==> src/rtl/rtc_time_keeper.sv <==
// 24h hh:mm:ss time-of-day counter with 1 Hz prescaler and a validated load path.
// A load request is staged, range-checked for one cycle, then applied with the prescaler cleared.
module rtc_time_keeper #(
  parameter int CLK_DIV = 50_000_000,
  parameter int DIV_W   = 26
) (
  input  logic       clock,
  input  logic       reset,
  input  logic       hold,
  input  logic       update,
  input  logic [4:0] load_hours,
  input  logic [5:0] load_minutes,
  input  logic [5:0] load_seconds,
  output logic [4:0] hours,
  output logic [5:0] minutes,
  output logic [5:0] seconds,
  output logic       sec_tick,
  output logic       day_wrap,
  output logic       load_ack,
  output logic       load_err
);

  typedef enum logic [1:0] {RUN, CHECK, LOAD} state_t;

  localparam logic [DIV_W-1:0] DIV_MAX = DIV_W'(CLK_DIV - 1);

  state_t           state, state_nxt;
  logic [DIV_W-1:0] div;
  logic             update_q;
  logic [4:0]       stg_h;
  logic [5:0]       stg_m, stg_s;
  logic             tick, rise, stg_ok;

  assign tick   = (div == DIV_MAX) & ~hold;
  assign rise   = update & ~update_q;
  assign stg_ok = (stg_h <= 5'd23) && (stg_m <= 6'd59) && (stg_s <= 6'd59);

  always_comb begin
    state_nxt = state;
    unique case (state)
      RUN:     if (rise) state_nxt = CHECK;
      CHECK:   state_nxt = stg_ok ? LOAD : RUN;
      LOAD:    state_nxt = RUN;
      default: state_nxt = RUN;
    endcase
  end

  always_ff @(posedge clock) begin
    if (!reset) begin
      state    <= RUN;
      div      <= '0;
      update_q <= 1'b0;
      stg_h    <= '0;
      stg_m    <= '0;
      stg_s    <= '0;
      hours    <= '0;
      minutes  <= '0;
      seconds  <= '0;
      sec_tick <= 1'b0;
      day_wrap <= 1'b0;
      load_ack <= 1'b0;
      load_err <= 1'b0;
    end else begin
      state    <= state_nxt;
      update_q <= update;
      sec_tick <= 1'b0;
      day_wrap <= 1'b0;
      load_ack <= 1'b0;
      load_err <= 1'b0;

      // LOAD restarts the second so the loaded time lasts a full CLK_DIV clocks
      if (state == LOAD)  div <= '0;
      else if (tick)      div <= '0;
      else if (!hold)     div <= div + 1'b1;

      if (state == RUN && rise) begin
        stg_h <= load_hours;
        stg_m <= load_minutes;
        stg_s <= load_seconds;
      end

      // ticks landing in CHECK/LOAD are dropped
      if (state == RUN && tick) begin
        sec_tick <= 1'b1;
        if (seconds == 6'd59) begin
          seconds <= '0;
          if (minutes == 6'd59) begin
            minutes <= '0;
            if (hours == 5'd23) begin
              hours    <= '0;
              day_wrap <= 1'b1;
            end else begin
              hours <= hours + 1'b1;
            end
          end else begin
            minutes <= minutes + 1'b1;
          end
        end else begin
          seconds <= seconds + 1'b1;
        end
      end

      if (state == CHECK && !stg_ok) load_err <= 1'b1;

      if (state == LOAD) begin
        hours    <= stg_h;
        minutes  <= stg_m;
        seconds  <= stg_s;
        load_ack <= 1'b1;
      end
    end
  end

endmodule
==> config.mk <==
export PLATFORM = sky130hd
export DESIGN_NAME = rtc_time_keeper
export DESIGN_NICKNAME = d
export VERILOG_FILES = /design/src/rtl/rtc_time_keeper.sv
export SDC_FILE = /design/constraint.sdc
export NUM_CORES = 1
export LEC_CHECK = 0
export ABC_CLOCK_PERIOD_IN_PS = 1950
export BUFFER_PORTS_ARGS = -buffer_cell sky130_fd_sc_hd__buf_2
export CORE_MARGIN = 3
export CORE_UTILIZATION = 58
export CTS_BUF_LIST = sky130_fd_sc_hd__clkbuf_16
export DETAILED_ROUTE_END_ITERATION = 12
export GPL_ROUTABILITY_DRIVEN = 0
export PLACE_DENSITY = 0.8
export SYNTH_ARGS = -nofsm -noshare
export SYNTH_HDL_FRONTEND = slang
export SYNTH_SLANG_ARGS = --single-unit
export TNS_END_PERCENT = 20
==> constraint.sdc <==
create_clock -name clock -period 1.95 [get_ports clock]
set_clock_uncertainty 0.05 [all_clocks]
set_input_delay 0.2925 -clock clock [delete_from_list [all_inputs] [get_ports clock]]
set_output_delay 0.2925 -clock clock [all_outputs]
set_load 0.02 [all_outputs]
* Word level (Yosys, flattened, before mapping)
Index checks and enable logic that the tools add are counted.
** Storage, ports and cells
- Input port bits :: 21
- Register bits :: 67
** Cells by class
- $add $sub $neg :: 4
- Muxes and demuxes :: 19
- Reduce and logical (&&, ||, !) cells :: 14
- Equality and inequality tests :: 7
- Bitwise gates (word level) :: 5
- Order comparisons :: 3
** Operators by type and width (number)
- $mux W6 :: 7
- $add A26 B1 Y26 const B :: 1
- $eq A26 B26 Y1 const B :: 1
- $mux W5 :: 5
- $add A6 B1 Y6 const B :: 2
- $eq A6 B6 Y1 const B :: 2
- $le A6 B6 Y1 const B :: 2
- $reduce_bool A2 Y1 :: 3
- $add A5 B1 Y5 const B :: 1
- $eq A5 B5 Y1 const B :: 1
- $le A5 B5 Y1 const B :: 1
- $logic_and A1 B1 Y1 :: 5
- $mux W1 :: 4
- $mux W2 :: 2
- $pmux W2 S2 :: 1
- $reduce_and A4 Y1 :: 1
- $not A1 Y1 :: 3
- $reduce_and A3 Y1 :: 1
- $reduce_or A3 Y1 :: 1
- $and A1 B1 Y1 :: 2
- $eq A2 B1 Y1 const B :: 1
- $eq A2 B2 Y1 const B :: 1
- $logic_not A2 Y1 :: 1
- $ne A2 B2 Y1 const B :: 1
- 2 further kinds :: 2

* Depth between registers and ports, before layout
Gate-level depths: netlist (run 1).
- Depth in word-level cells :: 6
- Depth in mapped cells :: 8
- Depth with buffers taken out :: 6

* Worst setup path before layout (run 1)
Ideal clock, no wire load.
- Kind :: reg-to-reg
- Start :: reg seconds[0]
- End :: reg hours[3]
- Arrival time :: 1699 ps
- Stages on the path, launching flop included :: 8
- Required time :: 1784 ps
- Path slack :: 85 ps
- Cells stage by stage :: dfxtp_1 -> ha_1 -> nand3b_1 -> nor2_1 -> and4_4 -> buf_6 -> nand2_4 -> a31o_2
** Between the ends
- Word-level cells in the longest chain between the ends :: 3
** Ends and longest elaborated chain
- from (decl) :: line 16 : output logic [5:0] seconds,
- from (signal assigned) :: line 99 : seconds <= seconds + 1'b1;
- from (signal assigned) :: line 108 : seconds <= stg_s;
- $eq A6 B6 Y1 :: line 85 : if (seconds == 6'd59) begin
- $reduce_bool A2 Y1 (no source line)
- $reduce_and A3 Y1 (no source line)
- to (signal assigned) :: line 93 : hours <= hours + 1'b1;
- to (signal assigned) :: line 106 : hours <= stg_h;
- to (decl) :: line 14 : output logic [4:0] hours,
No other way between the ends.
A chain may end at the register's enable or synchronous reset.

* Final worst setup path (run 1)
- Start :: reg div[0]
- End :: reg hours[0]
** Between the ends
- Word-level cells in the longest chain between the ends :: 5
** Ends and longest elaborated chain
- from (decl) :: line 28 : logic [DIV_W-1:0] div;
- from (signal assigned) :: line 74 : else if (!hold) div <= div + 1'b1;
- $eq A26 B26 Y1 :: line 34 : assign tick = (div == DIV_MAX) & ~hold;
- $and A1 B1 Y1 :: line 34
- $logic_and A1 B1 Y1 :: line 83 : if (state == RUN && tick) begin
- $reduce_bool A2 Y1 (no source line)
- $reduce_and A3 Y1 (no source line)
No other way between the ends.

==> results.md, run 1 <==
* Outcome: finished clean
* Area of the mapped netlist at 0.003373 mm2
* Starting Density at 60.52%
* Slew headroom at 73.08%
* Total power at 3.024 mW
* CP Capture Type: flop
* RSZ-0062 raised after global routing: no
* Max Transition Viols Final at 0
* Mapped Nets at 404
* Via Count at 2989
* Final Core Density at 71.31%
* Core area at 0.005574 mm2
* Final global-route overflow total at 0
* Dpl ws at 96.81 ps
* Final wirelength at 7900 um
* Max-cap viol count at 0
* Startpoint Class: flop
* Post-Route Setup TNS at 0 ps
* Commonest non-fill, non-tap cell in the layout: dfxtp_1
* Peak VDD IR at 0.5468 mV
* IO Port Bufs at 41
* Wire per inst at 15.58 um
* Arrival time worst endpoint at 2010 ps
* Initial DRT Pass Iterations at 4
* Min-delay worst type: in2reg
* Worst-margin pin slew at 403.8 ps
* DR iter-0 viols at 189
* Sequential element share of the synthesized area at 39.76%
* Clk buf depth at 2
* Most used flip-flop cell after synthesis: dfxtp_1
* Die H at 82.26 um
* Share of cells above drive strength 1 at 23.45%
* Post-synth EDFFs at 0
* DRT antenna net count at 0
* Initial antenna violation count at 0
* Vias/cell at 5.895
* Hold WS at 159.9 ps
* CTS tree: built
* Largest net degree at the start of global routing at 27
* Seq cells post-synth at 67
* # hold bufs at CTS at 0
* Hpwl dp at 5563 um
* CTS clock-pin slew for the worst setup and hold paths at 50 ps
* Yosys cell types at 67
* First-pass GRT wire length at 12980 um
* Clock buffer count from CTS at 9
* Final worst setup slack at 106.1 ps
* Final worst path period share at 94.56%
* Most frequent cells in the layout: dfxtp_1 (67), nand2_1 (57), buf_2 (41)
* NumNets Final at 455
* Minimum clock period at 1844 ps
* Power density cells at 760.6 mW/mm2
* Yosys warning count at 0
* Die Width at 82.26 um
* Async S/R FF share, synth at 0%
* ANT cells at 0
* Avg Inst Size Synth at 8.900 um2
* Synthesized instance count at 379
* Vias in the first global route at 2758
* Synth-to-Final Area Change at 17.84%
* CTS Sinks at 67
* Total GRT Usage at 25.18%
* DRC at 0
* CP Class: reg2reg
* Pleak at 1.653 nW
* Cell Rows at 27
* Final Hold Fails at 0
* Final setup violation count at 0
* H-tree depth at 3
* Req. time, crit path at 2110 ps
* Die Area at 0.006767 mm2
* Root buffer cell: clkbuf_16
* IO Pins at 42
* F_max at 542.3 MHz
* Worst Path Max Fanout at 4
* Clock latency on the worst-skew pair at 330 ps
## worst paths after layout
check	from	end	slack, ps	cells past startpoint
setup reg to reg	div[0]	hours[0]	110	6
setup / recovery	div[0]	hours[0]	110	6
hold reg to reg	stg_s[1]	stg_s[1]	420	2
hold / removal	update	update_q	160	2
## sequential cells by signal (all words and copies together) (netlist names), 2 cells and up
name     count
state        2
stg_h        5
stg_s        6
div         26
stg_m        6
seconds      6
hours        5
minutes      6
## per-stage QoR
| step | std cells | cell area [um2] |
|---|---|---|
| 6_report | 507 | 3975 |
| 5_1_grt | 507 | 3975 |
| 4_1_cts | 507 | 3968 |
| 3_5_place_dp | 491 | 3714 |
| 2_1_floorplan | 379 | 3373 |
| 3_3_place_gp | 491 | 3714 |
## area by class of cell
type,count,area (um2)
multi-input cells,286,1891
well taps,72,90.09
clock buffers,9,225.2
fillers,436,1599
inverters,5,18.77
flip-flops and latches,67,1341
clock inverters,7,28.78
repair buffers,61,380.4
## power breakdown
group          internal [mW]  switching, mW  leakage, nW  total, mW
combinational         0.0907          0.114        0.972      0.204
sequential              1.41         0.0386        0.543       1.45
clock                  0.830          0.541        0.138       1.37
total                   2.33          0.693         1.65       3.02
## metal layers
layer	GRT usage [%]	up-vias	part of all wire (%)
met5	0	-	0
met4	11.46	0	1.6
met3	5.206	13	6.4
met2	37.90	94	45
met1	34.50	1417	47
li1	-	1465	-
## critical path: stages (launching register included)
cell,delay [ps]
dfxtp_1,370
ha_1,230
nand3b_4,120
nor4_4,280
and4_4,320
a21boi_0,90
o31a_1,270
## what timing repair did
action                                  in CTS  in global routing
endpoints found under the setup margin       0                  5
resized for setup                            0                  2
buffers inserted                             0                  0
hold endpoints to repair                     0                  0
## cell families (layout without fill, tap and decap cells)
family | count (synthesis) | count (layout) | share of synthesized area [%]
XOR/XNOR | 27 | 27 | 7.010
AND/OR/NAND/NOR | 180 | 180 | 30.97
multiplexers | 6 | 6 | 1.818
adder cells (fa/ha/maj) | 4 | 4 | 1.484
buffers and inverters | 26 | 82 | 4.414
flip-flops | 67 | 67 | 39.76
AO/OA/AOI/OAI | 69 | 69 | 14.54
## Yosys cell counts (2+ instances only)
cell type / n / area, um2
nor2b_1: 3 / 18.77
a21oi_1: 10 / 50.05
buf_4: 3 / 22.52
nor4_1: 3 / 18.77
buf_2: 4 / 20.02
a31o_2: 2 / 17.52
nor4b_4: 2 / 47.55
a211oi_1: 2 / 15.01
o211ai_1: 2 / 15.01
inv_1: 5 / 18.77
nor2_1: 32 / 120.1
o21a_1: 4 / 30.03
o31a_1: 2 / 17.52
o31ai_1: 4 / 30.03
and3_1: 5 / 31.28
ha_1: 4 / 50.05
nand3_1: 17 / 85.08
nand3b_1: 2 / 15.01
clkbuf_8: 2 / 27.53
xor2_1: 21 / 183.9
dfxtp_1: 67 / 1341
and4_1: 5 / 43.79
a21boi_0: 19 / 142.6
o311a_2: 3 / 33.78
nor3b_1: 2 / 15.01
or3_1: 2 / 12.51
mux2i_1: 5 / 50.05
o21ai_0: 12 / 60.06
clkbuf_1: 10 / 37.54
and2_1: 6 / 37.54
or2_2: 2 / 12.51
nor3_1: 7 / 35.03
nand2_1: 57 / 214.0
nand4_1: 13 / 81.33
and2_2: 2 / 15.01
xnor2_1: 6 / 52.55
buf_6: 2 / 22.52
Note: power is estimated with default switching activity, not from simulation.
==> run 2, diff against run 1 <==
Settings changed: CORE_ASPECT_RATIO set to 1.4.
==> results.md, run 2 (same netlist as run 1, synthesis figures left out) <==
* Die Area at 0.006780 mm2 (+0.20%)
* RR Startpoint: minutes[0]
* Initial DRT Pass Iterations at 5 (+1)
* CP Class: reg2reg
* CTS clock-pin slew for the worst setup and hold paths at 50 ps (about the same)
* DR iter-0 viols at 140 (-26%)
* CP Capture Type: flop
* DRT antenna net count at 0 (unchanged)
* Hold Path End: update_q
* Hold Path Stages at 2 (unchanged)
* Die H at 96.24 um (+17%)
* Power density cells at 757.4 mW/mm2 (-0.43%)
* Startpoint Class: flop
* RSZ-0062 raised after global routing: yes
* Pleak at 1.640 nW (-0.81%)
* Final worst path period share at 95.56% (+1.0 points)
* Final Hold Fails at 0 (unchanged)
* Final wirelength at 7680 um (-2.8%)
* Worst Hold Launch: update
* H-tree depth at 3 (unchanged)
* Largest Register: div
* Wire per inst at 15.33 um (-1.6%)
* Commonest non-fill, non-tap cell in the layout: dfxtp_1
* Clock latency on the worst-skew pair at 320 ps (about the same)
* IO Pins at 42 (unchanged)
* Arrival time worst endpoint at 2080 ps (+70 ps)
* R2R Path End: minutes[2]
* Share of cells above drive strength 1 at 24.25% (+0.80 points)
* CTS tree: built
* Vias in the first global route at 2968 (+7.6%)
* Max Transition Viols Final at 0 (unchanged)
* Top delay family on crit path: simple AND/OR/NAND/NOR gates
* Area of the multi-input gates at 0.001909 mm2 (+0.99%)
* Via Count at 2939 (-1.7%)
* Peak VDD IR at 0.7679 mV (+40%)
* Worst-margin pin slew at 458.6 ps (+54.78 ps)
* R2R setup slack at 90 ps (-20 ps)
* Starting Density at 60.61% (+0.095 points)
* Initial antenna violation count at 0 (unchanged)
* ANT cells at 0 (unchanged)
* Crit-path max cell delay at 470 ps (+100 ps)
* Path depth of the worst reg2reg path at 6 (unchanged)
* Min-delay worst type: in2reg
* Slew headroom at 69.37% (-3.7 points)
* Clock buffer count from CTS at 9 (unchanged)
* Register area at 0.001341 mm2 (unchanged)
* NumNets Final at 454 (-0.22%)
* Final setup violation count at 0 (unchanged)
* DRC at 0 (unchanged)
* CP bufs+invs at 0 (unchanged)
* Root buffer cell: clkbuf_16
* CTS Sinks at 67 (unchanged)
* F_max at 536.7 MHz (-1.0%)
* Crit path cell chain: ha_1, nand4b_2, nor2_4, or4b_1, o31ai_1, o21a_1
* Worst Path Max Fanout at 7 (+3)
* Hpwl dp at 5519 um (-0.80%)
* Layout filler cell count at 432 (-0.92%)
* Die Width at 70.46 um (-14%)
* # hold bufs at CTS at 0 (unchanged)
* Vias/cell at 5.866 (-0.50%)
* Final worst setup slack at 86.64 ps (-19.47 ps)
* Max reg flops at 26 (unchanged)
* Max-cap viol count at 0 (unchanged)
* Req. time, crit path at 2170 ps (+60 ps)
* Hold WS at 148.0 ps (-11.92 ps)
* Cell Rows at 32 (+19%)
* First-pass GRT wire length at 13350 um (+2.9%)
* Final Core Density at 71.49% (+0.18 points)
* CP Launch Point: minutes[0]
* Largest net degree at the start of global routing at 27 (unchanged)
* Core area at 0.005565 mm2 (-0.16%)
* Most frequent cells in the layout: dfxtp_1 (67), nand2_1 (57), buf_2 (41)
* CP max-delay cell: or4b_1
* Final global-route overflow total at 0 (unchanged)
* Minimum clock period at 1863 ps (+19.47 ps)
* Clk buf depth at 2 (unchanged)
* Synth-to-Final Area Change at 17.95% (about the same)
* IO Port Bufs at 41 (unchanged)
* Dpl ws at 57.54 ps (-39.27 ps)
* Outcome: finished clean
* Total GRT Usage at 24.51% (-0.67 points)
[run 2: cell types whose count changed in the layout (fill, tap and decap cells not counted), sizes merged]
| cell | previous run | this run |
|---|---|---|
| buf | 61 | 60 |
| inv | 8 | 7 |
[run 2: stage by stage]
step / power, mW / TNS [ps] / cell area, um2 / instances
2_1_floorplan: 1.602 / 0 / 3373 / 379
3_3_place_gp: 1.666 / 0 / 3694 / 485
3_5_place_dp: 1.673 / 0 / 3694 / 485
4_1_cts: 3.042 / 0 / 3945 / 500
5_1_grt: 3.122 / -26.96 / 3979 / 501
6_report: 3.013 / 0 / 3979 / 501
[run 2: area by class of cell]
cell class	count	share of cell area, %
inverter	5	0.4717
sequential	67	33.71
clock inverter	6	0.6604
timing repair buffer	60	9.371
clock buffer	9	5.660
multi-input combinational	286	47.99
tap	68	2.138
[run 2: how the worst max path moves through the flow]
stage / endpoint / slack (ps) / cells after the start
floorplan: hours[3] / 80 / 7
global placement: hours[0] / 140 / 6
detailed placement: hours[0] / 60 / 6
CTS: hours[0] / 40 / 6
global route: minutes[2] / -20 / 5
finish: minutes[2] / 90 / 6
[run 2: worst reg2reg max path, cell delays in order (launching register included)]
cell	delay, ps
dfxtp_1	340
ha_1	250
nand4b_2	190
nor2_4	80
or4b_1	470
o31ai_1	250
o21a_1	170
[run 2: report_power, final]
group | internal (mW) | leakage, nW | switching, mW
registers | 1.41 | 0.543 | 0.0341
clock network | 0.830 | 0.135 | 0.535
logic | 0.0901 | 0.961 | 0.115
total | 2.33 | 1.64 | 0.684
[run 2: routing by layer]
layer	track usage [%]	routed length (um)	vias to the layer above
met1	26.96	3049	1397
met5	0	0	-
met2	44.14	4098	77
met4	13.90	170	0
li1	-	-	1448
met3	4.493	363	17
[run 2: what timing repair did]
item | 4_1_cts | 5_1_grt
resized for setup | 0 | 6
hold endpoints to repair | 0 | 0
setup buffers | 0 | 1
setup endpoints to repair | 0 | 13
